**config.mk**
```make
export PLATFORM = sky130hd
export DESIGN_NAME = cpu_run_ctrl
export DESIGN_NICKNAME = d
export VERILOG_FILES = /design/src/rtl/cpu_run_ctrl.sv
export SDC_FILE = /design/constraint.sdc
export NUM_CORES = 1
export LEC_CHECK = 0
export CORE_MARGIN = 2
export CORE_UTILIZATION = 45
export DETAILED_ROUTE_END_ITERATION = 8
export GPL_TIMING_DRIVEN = 1
export PLACE_DENSITY = 0.79
export SYNTH_ARGS = -nofsm -noshare
export SYNTH_HDL_FRONTEND = slang
export SYNTH_SLANG_ARGS = --single-unit
```
**constraint.sdc**
```tcl
create_clock -name clock -period 2.47 [get_ports clock]
set_input_delay 0.494 -clock clock [delete_from_list [all_inputs] [get_ports clock]]
set_output_delay 0.494 -clock clock [all_outputs]
set_load 0.01 [all_outputs]
```
**src/rtl/cpu_run_ctrl.sv**
```systemverilog
// cpu_run_ctrl
//   Run controller for a small processor core. It holds the core in reset for
//   a fixed number of cycles after system reset, then gates the core's clock
//   enable according to the selected mode: halt, free-run, single-step on a
//   key press, or a fixed-length burst on a key press. It also counts the
//   enabled cycles.
//
// Ports
//   clock        system clock, rising edge
//   reset        synchronous active-high reset
//   mode[1:0]    00 halt, 01 free-run, 10 single-step, 11 burst
//   step_req     debounced key level; only its 0->1 transition is used
//   burst_len    enabled cycles per burst, sampled when a burst starts
//   halt_req     level; stops any activity
//   cnt_clr      synchronous clear of cycle_count
//   cpu_reset    active-high reset to the processor
//   cpu_en       processor clock enable
//   busy         high while running, stepping or bursting
//   done         one-cycle pulse after a step or burst completes normally
//   cycle_count  number of cycles with cpu_en=1, saturating
//
// States
//   state        | meaning
//   ST_RST_HOLD  | processor held in reset after system reset release
//   ST_IDLE      | processor stopped, waiting for a run decision
//   ST_RUN       | free-running while mode=01 and no halt
//   ST_STEP      | single enabled cycle
//   ST_BURST     | burst_len enabled cycles, counted by remaining

module cpu_run_ctrl #(
  parameter int RESET_CYCLES = 4,
  parameter int CNT_W        = 32,
  parameter int BURST_W      = 16
) (
  input  logic               clock,
  input  logic               reset,
  input  logic [1:0]         mode,
  input  logic               step_req,
  input  logic [BURST_W-1:0] burst_len,
  input  logic               halt_req,
  input  logic               cnt_clr,
  output logic               cpu_reset,
  output logic               cpu_en,
  output logic               busy,
  output logic               done,
  output logic [CNT_W-1:0]   cycle_count
);

  localparam int HOLD_W = (RESET_CYCLES > 1) ? $clog2(RESET_CYCLES) : 1;
  localparam logic [HOLD_W-1:0] HOLD_LAST = HOLD_W'(RESET_CYCLES - 1);
  localparam logic [CNT_W-1:0]  CNT_MAX   = '1;

  localparam logic [1:0] MODE_RUN   = 2'b01;
  localparam logic [1:0] MODE_STEP  = 2'b10;
  localparam logic [1:0] MODE_BURST = 2'b11;

  typedef enum logic [2:0] {
    ST_RST_HOLD,
    ST_IDLE,
    ST_RUN,
    ST_STEP,
    ST_BURST
  } state_t;

  state_t             state;
  state_t             state_next;
  logic [HOLD_W-1:0]  hold_cnt;
  logic [HOLD_W-1:0]  hold_cnt_next;
  logic [BURST_W-1:0] remaining;
  logic [BURST_W-1:0] remaining_next;
  logic               done_next;
  logic               step_prev;
  logic               step_edge;

  // The history register is cleared by reset and then follows the input in
  // every state, so a key held through reset release is already "seen" by
  // the time the controller reaches IDLE and never looks like a press.
  assign step_edge = step_req & ~step_prev;

  always_ff @(posedge clock) begin
    if (reset) begin
      state     <= ST_RST_HOLD;
      hold_cnt  <= '0;
      remaining <= '0;
      done      <= 1'b0;
      step_prev <= 1'b0;
    end else begin
      state     <= state_next;
      hold_cnt  <= hold_cnt_next;
      remaining <= remaining_next;
      done      <= done_next;
      step_prev <= step_req;
    end
  end

  always_comb begin
    state_next     = state;
    hold_cnt_next  = hold_cnt;
    remaining_next = remaining;
    done_next      = 1'b0;

    case (state)
      ST_RST_HOLD: begin
        if (hold_cnt == HOLD_LAST) begin
          state_next    = ST_IDLE;
          hold_cnt_next = '0;
        end else begin
          hold_cnt_next = hold_cnt + HOLD_W'(1);
        end
      end

      ST_IDLE: begin
        // halt_req wins over every start condition; presses that do not
        // start anything are simply dropped.
        if (!halt_req) begin
          if (mode == MODE_RUN) begin
            state_next = ST_RUN;
          end else if (mode == MODE_STEP && step_edge) begin
            state_next = ST_STEP;
          end else if (mode == MODE_BURST && step_edge && burst_len != '0) begin
            state_next     = ST_BURST;
            remaining_next = burst_len;
          end
        end
      end

      ST_RUN: begin
        if (mode != MODE_RUN || halt_req) begin
          state_next = ST_IDLE;
        end
      end

      ST_STEP: begin
        // The single enabled cycle has happened either way; a halt only
        // suppresses the completion pulse.
        state_next = ST_IDLE;
        done_next  = ~halt_req;
      end

      ST_BURST: begin
        if (halt_req) begin
          state_next     = ST_IDLE;
          remaining_next = '0;
        end else if (remaining == BURST_W'(1)) begin
          state_next     = ST_IDLE;
          remaining_next = '0;
          done_next      = 1'b1;
        end else begin
          remaining_next = remaining - BURST_W'(1);
        end
      end

      default: begin
        state_next = ST_RST_HOLD;
      end
    endcase
  end

  assign cpu_reset = (state == ST_RST_HOLD);
  assign busy      = (state == ST_RUN) || (state == ST_STEP) || (state == ST_BURST);
  assign cpu_en    = busy;

  // Clear beats increment; the counter sticks at all-ones.
  always_ff @(posedge clock) begin
    if (reset) begin
      cycle_count <= '0;
    end else if (cnt_clr) begin
      cycle_count <= '0;
    end else if (cpu_en && cycle_count != CNT_MAX) begin
      cycle_count <= cycle_count + CNT_W'(1);
    end
  end

endmodule
```
==> out/metrics.cfg <==
[cells_and_area]
area_growth_pct=27.0
fillCellCount=609
multi_input_area_um2=1930
drive_gt1_share_pct=8.81
diodes=0
final_net_count=480
register_area_um2=1100
final-instance-count-excl-fill=550

[sta]
hold_violations=0
maxSlewViolCount=0
setup_viol=0
setup_ws_ns=0.0969
hold_slack_ns=0.514
fmax_mhz=421
max_slew_margin_pct=54.1
tightest_slew_ns=0.684
fin_skew_ns=0.00926
period_needed_ns=2.37
fin_crit_sh_pct=96.1

[critical_path]
cp-startpoint=state[2]
cp_max_fo=8
crit_arrival_ns=1.88
cp-end-kind=output port
critPathCapture=busy
required_ns=1.98
reg2reg_to=state[0]
criticalPathCategory=reg -> out
reg2reg_from=remaining[2]
reg2reg_depth=5
regToRegSetupSlack_ns=0.22
start_kind=register

[detailed_routing]
ant_nets=0
via_count=3306
wl_um=8450
dr.pass1.iters=5
drcViolationCount=0
avgRoutedWirePerCell_um=15.4
via_per_inst=6.01
drt_iter0_drc=220

[placed_design]
port_buffers=58
dp.cells=542
pre_cts_ws_ns=0.0456
place_congestion=0.913
dp_hpwl_um=6130

[cts]
cts_buffer_depth=2
cts_max_level=2
cts_buffers=5
clock-sinks=55
clk_pin_slew_ns=0.09
clock_latency_ns=0.32
cts_tree=built
cts_root_buffer=clkbuf_8
cts_setup_buffers=0

[floorplanning]
die_area_um2=7690
ios=59
die_w_um=87.7
core_um2=6790
rows=30
start_util_pct=46.4
die_y_um=87.7

[pwr]
ir_worst_vdd_mv=0.366
total_power_mw=1.90
p_leak_nw=1.30
power.density_nw_per_um2=474

[synthesis]
syn_area_um2=3150
syn_nets=422
ys.flop_type=dfxtp_1
syn_avg_cell_area_um2=7.98
synth_edf_count=0
synth-seq-area-share_pct=34.9
ys_types=52
async_flop_share_pct=0
syn_inst=395
ys_ff_latch=55
ys_warn_count=0

[hold_path]
hold_depth=2
hold_path_class=reg -> reg

[global_routing]
antenna_found_initial=0
grt_max_degree=32
grt_usage_pct=22.8
grt_pass1_vias=2955
overflow=0
grt_pass1_wl_um=14200

[job]
max_cap_viol_count=0

[status]
status=completed

==> cells by family (layout without fill, tap and decap cells) <==
kind of cell,count (synthesis),in the layout,synth area share (%)
compound gates,104,104,21.2
xor+xnor,13,13,3.61
fa+ha+maj,4,4,1.59
buf+inv,32,91,4.25
flops,55,55,34.9
mux,3,3,0.952
simple gates,184,184,33.5
==> registers in the layout, summed over array words and instances, names as in the netlist <==
register,flops
cycle_count,32
done,1
hold_cnt,2
remaining,16
state,3
step_prev,1
==> worst min path at each step <==
stage,from,end,slack (ns)
floorplan,hold_cnt[1],hold_cnt[1],0.46
global placement,hold_cnt[1],hold_cnt[1],0.48
detailed placement,hold_cnt[1],hold_cnt[1],0.50
CTS,cycle_count[31],cycle_count[31],0.52
global route,cycle_count[8],cycle_count[8],0.55
finish,hold_cnt[1],hold_cnt[1],0.51
==> power by group <==
group	leakage (nW)	internal (mW)	total (mW)	switching, mW
clock network	0.0612	0.329	0.637	0.309
registers	0.444	0.914	0.943	0.0290
logic	0.792	0.154	0.318	0.164
==> layer usage <==
metal | vias to the layer above | track usage [%] | wire length (µm)
met5 | - | 0 | 0
met4 | 0 | 7.13 | 110
met3 | 9 | 3.39 | 474
met2 | 104 | 36.5 | 4040
met1 | 1557 | 31.6 | 3820
li1 | 1636 | - | -
==> cell usage in the layout, fill, tap and decap left out, types with 4 or more instances in the layout <==
cell type        synthesis  routed
clkdlybuf4s50_1          0      58
dfxtp_1                 55      55
a21oi_1                 40      40
nor2_1                  29      27
nand2_1                 25      25
nor3_1                  22      22
or4_1                   18      18
o21ai_0                 17      17
o31ai_1                 16      16
buf_4                    1      16
nor4_1                  14      14
or3_1                   14      14
nand3_1                 13      13
nand4_1                 11      11
inv_1                    9       9
xnor2_1                  8       8
a221oi_1                 8       8
nand2b_1                 7       7
clkbuf_8                 0       6
and4_1                   5       5
xor2_1                   5       5
a211oi_1                 5       5
or2_2                    4       4
and2_1                   4       4
ha_1                     4       4
==> per-stage QoR <==
step / setup TNS (ns) / util [%] / cell area, µm²
after CTS: 0 / 58.8 / 4000
after detailed placement: 0 / 57.0 / 3870
after floorplan: 0 / - / 3150
after global placement: 0 / 57.0 / 3870
final: 0 / 58.9 / 4000
after global routing: -0.00311 / 58.9 / 4000
==> cell type report <==
cell class / instances / area share [%]
flip-flops and latches: 55 / 27.5
multi-input cells: 308 / 48.2
clock inverters: 2 / 0.875
well taps: 96 / 3.00
clock buffers: 6 / 2.06
inverters: 9 / 0.844
repair buffers: 74 / 17.5
==> cell usage after synthesis (2+ instances only) <==
library cell / instances / area, µm²
o32ai_1: 3 / 26.3
a221oi_1: 8 / 70.1
o41ai_1: 3 / 26.3
nor4b_1: 2 / 17.5
ha_1: 4 / 50.1
inv_1: 9 / 33.8
a21oi_1: 40 / 200
or2_2: 4 / 25.0
xor2_1: 5 / 43.8
or4_1: 18 / 135
nand2b_1: 7 / 43.8
mux2i_1: 3 / 30.0
nand4_1: 11 / 68.8
clkbuf_1: 13 / 48.8
or3b_2: 3 / 26.3
buf_2: 8 / 40.0
nor3_1: 22 / 110
o21ai_0: 17 / 85.1
and4_1: 5 / 43.8
nor3b_1: 2 / 15.0
dfxtp_1: 55 / 1100
a211oi_1: 5 / 37.5
a22oi_1: 2 / 15.0
or3_1: 14 / 87.6
nand2_1: 25 / 93.8
xnor2_1: 8 / 70.1
nor2b_1: 2 / 12.5
nand3_1: 13 / 65.1
and3_1: 2 / 12.5
nor4_1: 14 / 87.6
and2_1: 4 / 25.0
o31ai_1: 16 / 120
nor2_1: 29 / 109
==> critical path: stages, from the launching register on <==
cell and delay [ns]:
dfxtp_1 0.48, nor3b_2 0.29, nor2_2 0.12, inv_1 0.13
clkdlybuf4s50_1 0.55
==> repair_timing <==
item                       CTS  global route
pin swaps                    0             0
gates resized for setup      2             2
hold buffers                 0             0
setup endpoints to repair    2             3
No activity file was read; power rests on OpenSTA's default activity.
